**src/rtl/alu_pkg.sv**
```systemverilog
// Shared definitions for the ALU arbiter: opcodes, FSM states, flag bundle.
package alu_pkg;

  localparam logic [3:0] OP_ADD = 4'h2;
  localparam logic [3:0] OP_SUB = 4'h3;
  localparam logic [3:0] OP_AND = 4'h4;
  localparam logic [3:0] OP_OR  = 4'h5;
  localparam logic [3:0] OP_XOR = 4'h6;
  localparam logic [3:0] OP_NOT = 4'h7;

  typedef enum logic [1:0] {IDLE, ISSUE, CAPTURE, RESP} arb_state_t;

  typedef struct packed {
    logic cf;
    logic of;
    logic sf;
    logic zf;
  } alu_flags_t;

  function automatic logic is_legal_op(input logic [3:0] op);
    return (op >= OP_ADD) && (op <= OP_NOT);
  endfunction

endpackage

```
**src/rtl/rr_arbiter.sv**
```systemverilog
// Combinational round-robin grant: first set request at or above ptr_i, modulo NREQ.
module rr_arbiter #(
  parameter int unsigned NREQ = 4,
  localparam int unsigned PtrW = (NREQ > 1) ? $clog2(NREQ) : 1
) (
  input  logic [NREQ-1:0] req_i,
  input  logic [PtrW-1:0] ptr_i,
  output logic [NREQ-1:0] gnt_o,
  output logic [PtrW-1:0] gnt_idx_o,
  output logic            gnt_valid_o
);

  int            idx_w;
  logic [PtrW-1:0] idx;

  always_comb begin
    gnt_o       = '0;
    gnt_idx_o   = '0;
    gnt_valid_o = 1'b0;
    idx_w       = 0;
    idx         = '0;
    for (int i = 0; i < int'(NREQ); i++) begin
      idx_w = int'(ptr_i) + i;
      if (idx_w >= int'(NREQ)) idx_w = idx_w - int'(NREQ);
      idx = PtrW'(idx_w);
      if (!gnt_valid_o && req_i[idx]) begin
        gnt_valid_o = 1'b1;
        gnt_o[idx]  = 1'b1;
        gnt_idx_o   = idx;
      end
    end
  end

endmodule

```
**src/rtl/alu_arbiter.sv**
```systemverilog
// Round-robin arbiter sharing one registered ALU between NREQ requesters.
// Optional ALU_ARB_FLAG_RECALC_EN regenerates SF/ZF from the captured result.
module alu_arbiter
  import alu_pkg::*;
#(
  parameter int unsigned WIDTH = 32,
  parameter int unsigned NREQ  = 4
) (
  input  logic                  CLK,
  input  logic                  RST_N,
  input  logic [NREQ-1:0]       REQ_VALID,
  output logic [NREQ-1:0]       REQ_READY,
  input  logic [4*NREQ-1:0]     REQ_OP,
  input  logic [WIDTH*NREQ-1:0] REQ_A,
  input  logic [WIDTH*NREQ-1:0] REQ_B,
  output logic [NREQ-1:0]       RSP_VALID,
  input  logic [NREQ-1:0]       RSP_READY,
  output logic [WIDTH-1:0]      RSP_DATA,
  output logic [3:0]            RSP_FLAGS,
  output logic                  RSP_ERR,
  output logic                  ALU_EN,
  output logic                  ALU_OE,
  output logic [3:0]            ALU_OPCODE,
  output logic [WIDTH-1:0]      ALU_A,
  output logic [WIDTH-1:0]      ALU_B,
  input  logic [WIDTH-1:0]      ALU_OUT,
  input  logic                  ALU_CF,
  input  logic                  ALU_OF,
  input  logic                  ALU_SF,
  input  logic                  ALU_ZF
);

  localparam int unsigned PtrW = (NREQ > 1) ? $clog2(NREQ) : 1;

  arb_state_t       state_q, state_d;
  logic [PtrW-1:0]  ptr_q, ptr_d;
  logic [PtrW-1:0]  gnt_q, gnt_d;
  logic [3:0]       op_q, op_d;
  logic [WIDTH-1:0] a_q, a_d, b_q, b_d;
  logic [WIDTH-1:0] data_q, data_d;
  alu_flags_t       flags_q, flags_d, cap_flags;
  logic             err_q, err_d;

  logic [NREQ-1:0]  gnt;
  logic [PtrW-1:0]  gnt_idx;
  logic             gnt_valid;
  logic [3:0]       gnt_op;
  logic [WIDTH-1:0] gnt_a, gnt_b;

  rr_arbiter #(
    .NREQ(NREQ)
  ) u_rr (
    .req_i      (REQ_VALID),
    .ptr_i      (ptr_q),
    .gnt_o      (gnt),
    .gnt_idx_o  (gnt_idx),
    .gnt_valid_o(gnt_valid)
  );

  assign gnt_op = REQ_OP[gnt_idx*4 +: 4];
  assign gnt_a  = REQ_A[gnt_idx*WIDTH +: WIDTH];
  assign gnt_b  = REQ_B[gnt_idx*WIDTH +: WIDTH];

  // The ALU derives SF/ZF from its previous result; recalc mode rebuilds them.
  always_comb begin
    cap_flags.cf = ALU_CF;
    cap_flags.of = ALU_OF;
`ifdef ALU_ARB_FLAG_RECALC_EN
    cap_flags.sf = ALU_OUT[WIDTH-1];
    cap_flags.zf = (ALU_OUT == '0);
`else
    cap_flags.sf = ALU_SF;
    cap_flags.zf = ALU_ZF;
`endif
  end

`ifdef ALU_ARB_FLAG_RECALC_EN
  logic unused_alu_flags;
  assign unused_alu_flags = ALU_SF ^ ALU_ZF;
`endif

  always_comb begin
    state_d   = state_q;
    ptr_d     = ptr_q;
    gnt_d     = gnt_q;
    op_d      = op_q;
    a_d       = a_q;
    b_d       = b_q;
    data_d    = data_q;
    flags_d   = flags_q;
    err_d     = err_q;
    REQ_READY = '0;
    RSP_VALID = '0;
    ALU_EN    = 1'b0;
    case (state_q)
      IDLE: begin
        if (gnt_valid) begin
          REQ_READY = gnt;
          op_d      = gnt_op;
          a_d       = gnt_a;
          b_d       = gnt_b;
          gnt_d     = gnt_idx;
          ptr_d     = (gnt_idx == PtrW'(NREQ - 1)) ? '0 : gnt_idx + 1'b1;
          if (is_legal_op(gnt_op)) begin
            state_d = ISSUE;
          end else begin
            state_d = RESP;
            data_d  = '0;
            flags_d = '0;
            err_d   = 1'b1;
          end
        end
      end
      ISSUE: begin
        ALU_EN  = 1'b1;
        state_d = CAPTURE;
      end
      CAPTURE: begin
        data_d  = ALU_OUT;
        flags_d = cap_flags;
        err_d   = 1'b0;
        state_d = RESP;
      end
      RESP: begin
        RSP_VALID[gnt_q] = 1'b1;
        if (RSP_READY[gnt_q]) state_d = IDLE;
      end
      default: state_d = IDLE;
    endcase
  end

  always_ff @(posedge CLK or negedge RST_N) begin
    if (!RST_N) begin
      state_q <= IDLE;
      ptr_q   <= '0;
      gnt_q   <= '0;
      op_q    <= '0;
      a_q     <= '0;
      b_q     <= '0;
      data_q  <= '0;
      flags_q <= '0;
      err_q   <= 1'b0;
    end else begin
      state_q <= state_d;
      ptr_q   <= ptr_d;
      gnt_q   <= gnt_d;
      op_q    <= op_d;
      a_q     <= a_d;
      b_q     <= b_d;
      data_q  <= data_d;
      flags_q <= flags_d;
      err_q   <= err_d;
    end
  end

  assign ALU_OE     = 1'b1;
  assign ALU_OPCODE = op_q;
  assign ALU_A      = a_q;
  assign ALU_B      = b_q;
  assign RSP_DATA   = data_q;
  assign RSP_FLAGS  = flags_q;
  assign RSP_ERR    = err_q;

endmodule

```
**config.mk**
```make
export PLATFORM = sky130hd
export DESIGN_NAME = alu_arbiter
export DESIGN_NICKNAME = d
export VERILOG_FILES = /design/src/rtl/alu_pkg.sv /design/src/rtl/rr_arbiter.sv /design/src/rtl/alu_arbiter.sv
export SDC_FILE = /design/constraint.sdc
export NUM_CORES = 1
export LEC_CHECK = 0
export BUFFER_PORTS_ARGS = -buffer_cell sky130_fd_sc_hd__clkbuf_2
export CAP_MARGIN = 0
export CORE_AREA = 2 2 170 172
export DETAILED_ROUTE_END_ITERATION = 16
export DIE_AREA = 0 0 172 174
export SLEW_MARGIN = 20
export SYNTH_ARGS = -nofsm -noshare
export SYNTH_HDL_FRONTEND = slang
export SYNTH_SLANG_ARGS = --single-unit
```
**constraint.sdc**
```tcl
create_clock -name CLK -period 5.7 [get_ports CLK]
set_input_delay 0.285 -clock CLK [delete_from_list [all_inputs] [get_ports CLK]]
set_output_delay 0.285 -clock CLK [all_outputs]
set_load 0.02 [all_outputs]
```
==> metrics.md, run 1 <==
| Metric | Value |
|---|---|
| Ratio of cells with drive above 1 in the final layout | `0.357` |
| Most area-consuming cells after synthesis | `dfrtp_1 (41%), nor2_1 (12%), nand2_1 (12%), o21ai_0 (11%), nand3_1 (4.9%)` |
| Post-synth top area cell | `dfrtp_1` |
| Synth Net Count | `1266` |
| GR met1 Demand/Resource | `0.193` |
| Global route overflow | `0` |
| DRC | `0` |
| Mapped Area | `6780 um2` |
| First-pass DRT Iterations | `4` |
| Core area | `28200 um2` |
| First-pass GRT wire length | `37.3 mm` |
| Final WS setup | `1310 ps` |
| Hold-critical path depth | `2` |
| Pre-CTS setup slack | `1310 ps` |
| CTS tree | `yes` |
| GR met3 Demand/Resource | `0.0353` |
| #FFs+latches synth | `between 100 and 150` |
| Clk buf depth | `2` |
| Initial antenna violation count | `0` |
| DIE AREA | `29900 um2` |
| TritonCTS Buffers | `9` |
| Fin crit share | `0.771` |
| Syn_area_per_cell | `7.25 um2` |
| FP Rows | `between 60 and 70` |
| Slew @ Worst Pin | `954 ps` |
| Hold WC Path Type | `in2reg` |
| Number of global-route vias before repair | `7187` |
| Global Route met2 Usage | `0.272` |
| Drt initial violations | `356` |
| Final GP Congestion | `0.875` |
| Die width | `172 um` |
| Starting density of the core | `0.240` |
| Max transition margin | `0.364` |
| Global Route Usage Sum | `0.157` |
| RSZ-0062 raised after global routing | `false` |
| Pwr Density | `666 nW/um2` |
| Avg Vias per Cell | `4.45` |
| Routed WL per cell | `between 10 and 15 um` |
| Asr flop ratio synth | `1.00` |
| Required @ worst endpoint | `5990 ps` |
| Min cycle time layout | `4390 ps` |
| Status | `complete, no violations` |
| Die Y | `174 um` |
| Critical path type | `reg2reg` |
| Leak pwr | `5.09 nW` |
| Yosys warns | `0` |
| RR Startpoint | `ptr_q[0]$_DFFE_PN0P_` |
| CP arrival | `4680 ps` |
| Via count | `roughly 7600` |
| Worst-path fanout max | `70` |
| # IOs | `433` |
| PortBufs | `around 430` |
| Hold Crit Endpoint | `RSP_DATA[11]$_DFFE_PN0P_` |
| Post-synthesis cell type count | `45` |
| Number of synthesized flops with an enable pin | `0` |
| Worst vdd ir | `about 0.35 mV` |
| Post-synth top area share | `0.410` |
| Largest net degree at the start of global routing | `98` |
| Grt peak-use layer | `met2` |
| R2r setup slk | `1310 ps` |
| DP HPWL | `around 19 mm` |
| Diode count | `0` |
| Clk_lat worst skew | `~350 ps` |
| TNS Setup | `0 ps` |
| Startpoint types | `flop` |
| Post-CTS setup buffers | `0` |
| Syn-to-layout area delta | `40.0%` |
| Final WL | `24.6 mm` |
| Cells after Synth | `approximately 940` |
| Fin. max-slew vios | `0` |
| Post-CTS Resized | `0` |
| Fillers | `3129` |
| Setup Skew | `about 8.4 ps` |
| Min-delay src | `ALU_OUT[11]` |
| Worst Reg-to-Reg Cells | `13` |
| Layout Nets | `between 1500 and 2000` |
| Maxcap violations | `0` |
| Critical path capture point type | `flop` |
| Sequential share of the synthesized area | `0.410` |
| Final setup vio count | `0` |
| Clock Sinks | `about 110` |
| Max frequency | `228 MHz` |
| Top FF cell, synth | `dfrtp_1` |
| Hold Fails Final Rpt | `0` |
| H-tree depth | `3` |
| Clock transition at the registers of the reported paths | `80 ps` |
| CTS Hold Bufs | `1` |
| Routed Antenna Nets | `0` |
| Clock root buffer | `clkbuf_16` |
| R2R Path End | `RSP_DATA[31]$_DFFE_PN0P_` |
flip-flops by register name (all words and copies together) (netlist names):
register	cells
ALU_A	32
state_q	2
ALU_B	32
RSP_ERR	1
RSP_FLAGS	4
ALU_OPCODE	4
RSP_DATA	32
ptr_q	2
gnt_q	2
kinds of logic after synthesis:
group,count (synthesis),share of synthesized area
flops,111,0.410
xor+xnor,1,0.00129
simple gates,515,0.309
compound gates,204,0.183
other cells,1,0.000553
buf+inv,82,0.0535
fa+ha+maj,13,0.0240
mux,8,0.0194
power breakdown:
part / leakage (nW) / internal, mW / total, mW / switching, mW
clock network: 0.145 / 0.347 / 0.672 / 0.324
registers: 1.36 / 1.21 / 1.46 / 0.251
logic: 3.59 / 1.41 / 4.19 / 2.78
layout make-up:
class / instances / area (um2) / area share
multi-input combinational: 742 / 3660 / 0.386
sequential: 111 / 2780 / 0.293
timing repair buffer: 441 / 2240 / 0.236
tap: 384 / 480 / 0.0506
clock buffer: 9 / 225 / 0.0237
clock inverter: 6 / 80.1 / 0.00843
inverter: 8 / 32.5 / 0.00343
per-stage QoR:
step / instances / instance area (um2) / power, mW / hold WS, ps / util
after global placement: 1685 / 9180 / 5.63 / 372 / 0.325
after CTS: 1701 / 9490 / 6.42 / 131 / 0.336
after floorplan: 935 / 6780 / 4.52 / -10.6 / -
after detailed placement: 1685 / 9180 / 5.71 / 378 / 0.325
after global routing: 1701 / 9490 / 7.00 / 139 / 0.336
final: 1701 / 9490 / 6.32 / 150 / 0.336
Yosys cell counts, types with 2 or more instances:
cell type / n
buf_6: 5
dfrtp_1: 111
buf_2: 9
buf_1: 14
ha_1: 13
a211oi_1: 2
a21oi_1: 3
o31ai_1: 2
nand3_1: 67
nor4b_1: 2
inv_1: 7
a22oi_1: 5
mux4_2: 4
a22o_1: 36
nor3_1: 2
mux2i_1: 3
and3_1: 3
nand2_1: 211
nand2b_1: 4
a221oi_1: 4
nor2_1: 217
o21ai_0: 144
clkbuf_1: 45
per-layer routing:
metal | share of wire | vias to the layer above
li1 | - | 3866
met1 | 0.42 | 3393
met2 | 0.48 | 287
met3 | 0.075 | 31
met4 | 0.024 | 0
met5 | 0 | -
worst max-delay path, cell delays in order, from the launching register on:
cell and delay, ps:
dfrtp_1 680, inv_1 240, ha_1 500, mux4_2 340, nor2b_4 80, or4_4 430
and2_4 190, inv_4 60, buf_4 530, a211oi_1 220, o21ba_4 270, o31ai_4 160
buf_4 370, a22o_1 220
worst max path at each step:
stage	cells after the start	from	slack [ps]	endpoint
global placement	12	ptr_q[0]$_DFFE_PN0P_	1460	ALU_B[4]$_DFFE_PN0P_
finish	13	ptr_q[0]$_DFFE_PN0P_	1310	RSP_DATA[31]$_DFFE_PN0P_
CTS	12	ptr_q[0]$_DFFE_PN0P_	1290	ALU_B[4]$_DFFE_PN0P_
detailed placement	12	ptr_q[0]$_DFFE_PN0P_	1310	ALU_B[4]$_DFFE_PN0P_
floorplan	16	ptr_q[0]$_DFFE_PN0P_	1900	RSP_DATA[10]$_DFFE_PN0P_
global route	12	ptr_q[0]$_DFFE_PN0P_	820	ALU_A[14]$_DFFE_PN0P_
cell usage in the layout, fill, tap and decap left out, drive strengths merged, types with 2 or more instances in the layout:
cell,instances
clkinv,2
clkbuf,439
nand3,67
a21oi,3
a22oi,5
o21ai,144
a221oi,4
mux4,4
nor2,217
a22o,36
nor2b,2
dfrtp,111
o31ai,3
and3,3
mux2i,3
buf,10
inv,10
nor3,2
a211oi,2
nand2,211
ha,13
nand2b,4
nor4b,2
Power figures use the tool's default switching activity.
==> inputs of run 2 (changes only) <==
Settings changed: CORE_AREA 2 2 170 172 to 2 2 167 169, DIE_AREA 0 0 172 174 to 0 0 169 171.
Clock period 5.7 ns to 4.25 ns, I/O delays scaled along.
==> run 2 against run 1 <==
Compared with the run above:
- clock skew decreased by 3.2 ps
- sequential share of layout area increased by 0.070 points
- final area decreased by 0.24%
- first-iteration DRC count shrank 2.0%
- worst setup slack worse by 960 ps
- die area is 3.4% lower
- highest routed layer unchanged
==> metrics.md, run 2 (synthesis results as in run 1) <==
| Metric | Value |
|---|---|
| Status | `complete, no violations` |
| Avg Vias per Cell | `4.52 (+1.5%)` |
| Fin crit share | `0.919 (+0.149)` |
| Setup Skew | `5.17 ps (-3.20 ps)` |
| RR Startpoint | `ptr_q[1]$_DFFE_PN0P_` |
| Hold-critical path depth | `2 (unchanged)` |
| TNS Setup | `0 ps (unchanged)` |
| Combinational share of power | `0.670 (+0.007)` |
| Clk_lat worst skew | `350 ps (about the same)` |
| Die width | `169 um (-1.7%)` |
| Hold Fails Final Rpt | `0 (unchanged)` |
| Post-CTS setup buffers | `0 (unchanged)` |
| Clock Sinks | `111 (unchanged)` |
| Most common cell after layout, fill and taps aside | `clkbuf_2` |
| Global route overflow | `0 (unchanged)` |
| Drt initial violations | `349 (-2.0%)` |
| CP Buf/Inv Count | `3 (-1)` |
| Clk buf depth | `2 (unchanged)` |
| Max frequency | `256 MHz (+12%)` |
| FP Rows | `61 (-1.6%)` |
| Initial antenna violation count | `0 (unchanged)` |
| DRC | `0 (unchanged)` |
| Final WL | `24.7 mm (+0.40%)` |
| Diode count | `0 (unchanged)` |
| Routed Antenna Nets | `0 (unchanged)` |
| Layout Nets | `1647 (+0.18%)` |
| Max transition margin | `0.470 (+0.106)` |
| CP top delay family | `multiplexers` |
| Slew @ Worst Pin | `773 ps (-182 ps)` |
| Worst Reg-to-Reg Cells | `12 (-1)` |
| DIE AREA | `28900 um2 (-3.4%)` |
| Multi-input combinational cell area | `3660 um2 (unchanged)` |
| Via count | `7538 (-0.51%)` |
| Required @ worst endpoint | `4540 ps (-1450 ps)` |
| Crit path max-delay cell type | `mux4_2` |
| Hold WC Path Type | `in2reg` |
| Starting density of the core | `0.248 (+0.00803)` |
| Die Y | `171 um (-1.7%)` |
| Final setup vio count | `0 (unchanged)` |
| Final non-filler cell total | `1667 (-2.0%)` |
| Design area | `9470 um2 (-0.24%)` |
| Clock root buffer | `clkbuf_16` |
| Max incr delay on CP | `540 ps (-140 ps)` |
| CTS Hold Bufs | `1 (unchanged)` |
| Fillers | `3005 (-4.0%)` |
| Pre-CTS setup slack | `385 ps (-927 ps)` |
| Placed cells | `1650 (-2.1%)` |
| Startpoint types | `flop` |
| Largest net degree at the start of global routing | `135 (+38%)` |
| First-pass GRT wire length | `37.8 mm (+1.3%)` |
| R2R Path End | `RSP_DATA[1]$_DFFE_PN0P_` |
| Routed WL per cell | `14.8 um (+2.5%)` |
| Worst Setup EP | `RSP_DATA[1]$_DFFE_PN0P_` |
| Switching Share | `0.531 (+0.000932)` |
| Worst path depth | `12 (-1)` |
| Util after Layout | `0.347 (+0.0104)` |
| CTS tree | `yes` |
| Area taken by flip-flops and latches | `2780 um2 (unchanged)` |
| Area post-placement | `9180 um2 (unchanged)` |
| Post-CTS Resized | `0 (unchanged)` |
| Overall power | `8.45 mW (+34%)` |
| Worst hold margin | `76.9 ps (-73.6 ps)` |
| Most used cell, CP | `mux4_2` |
| Commonest cells after routing, fill and taps aside | `clkbuf_2 (430), nor2_1 (217), nand2_1 (211), o21ai_0 (144), dfrtp_1 (111)` |
| Number of global-route vias before repair | `6999 (-2.6%)` |
| Leak pwr | `5.10 nW (+0.19%)` |
| DP HPWL | `19.0 mm (+0.33%)` |
| Fin. max-slew vios | `0 (unchanged)` |
| Critical path capture point type | `flop` |
| Global Route Usage Sum | `0.165 (+0.00728)` |
| CP arrival | `4190 ps (-490 ps)` |
| Core area | `27300 um2 (-3.2%)` |
| Worst vdd ir | `0.772 mV (+120%)` |
| Final GP Congestion | `0.831 (-5.0%)` |
| # IOs | `433 (unchanged)` |
| CP startpoint | `ptr_q[1]$_DFFE_PN0P_` |
| Clock transition at the registers of the reported paths | `80 ps (about the same)` |
| Clock power share | `0.100 (-0.006)` |
| Pwr Density | `892 nW/um2 (+34%)` |
| Critical-path cell list | `inv_1 > ha_1 > mux4_2 > nor2b_4 > or4_4 > and2_4 > inv_4 > mux4_2 > o21ba_4 > o21a_1 > buf_4 > a22o_1` |
| RSZ-0062 raised after global routing | `false` |
| Ratio of cells with drive above 1 in the final layout | `0.358 (+0.00119)` |
| Worst-path fanout max | `36 (-49%)` |
| Net Switching | `4.49 mW (+34%)` |
| Critical path type | `reg2reg` |
| Final WS setup | `342 ps (-964 ps)` |
| Min cycle time layout | `3910 ps (-486 ps)` |
| First-pass DRT Iterations | `5 (+1)` |
| Maxcap violations | `0 (unchanged)` |
| TritonCTS Buffers | `9 (unchanged)` |
| R2r setup slk | `340 ps (-960 ps)` |
| Int Pwr | `3.96 mW (+33%)` |
| H-tree depth | `3 (unchanged)` |
| Syn-to-layout area delta | `39.6%` |
| Reg power frac | `0.230 (about the same)` |
| PortBufs | `431 (unchanged)` |
run 2: worst min path at each step:
stage                 from                        to  slack (ps)
2_1_floorplan        RST_N      ALU_A[0]$_DFFE_PN0P_         -80
3_3_place_gp         RST_N      ALU_A[0]$_DFFE_PN0P_         340
3_5_place_dp         RST_N      ALU_A[0]$_DFFE_PN0P_         340
4_1_cts        ALU_OUT[18]  RSP_DATA[18]$_DFFE_PN0P_          60
5_1_grt        ALU_OUT[18]  RSP_DATA[18]$_DFFE_PN0P_          70
6_report       ALU_OUT[17]  RSP_DATA[17]$_DFFE_PN0P_          80
run 2: per-layer routing:
metal / vias to the layer above / GRT usage / part of all wire
met5: - / 0 / 0
met4: 0 / 0.0569 / 0.025
met3: 31 / 0.0430 / 0.081
met2: 317 / 0.272 / 0.47
met1: 3322 / 0.209 / 0.43
li1: 3868 / - / -
run 2: cell type report:
type / count / area share
inverters: 8 / 0.00343
multi-input cells: 742 / 0.387
clock buffers: 10 / 0.0242
clock inverters: 6 / 0.00568
well taps: 346 / 0.0457
repair buffers: 444 / 0.241
flip-flops and latches: 111 / 0.293
run 2: power groups by stage:
stage,clock [mW],combinational (mW),sequential [mW]
2_1_floorplan,0,3.53,2.53
3_3_place_gp,0,5.65,1.97
3_5_place_dp,0,5.74,1.96
4_1_cts,0.889,5.76,1.95
5_1_grt,0.922,6.43,2.01
6_report,0.846,5.67,1.94
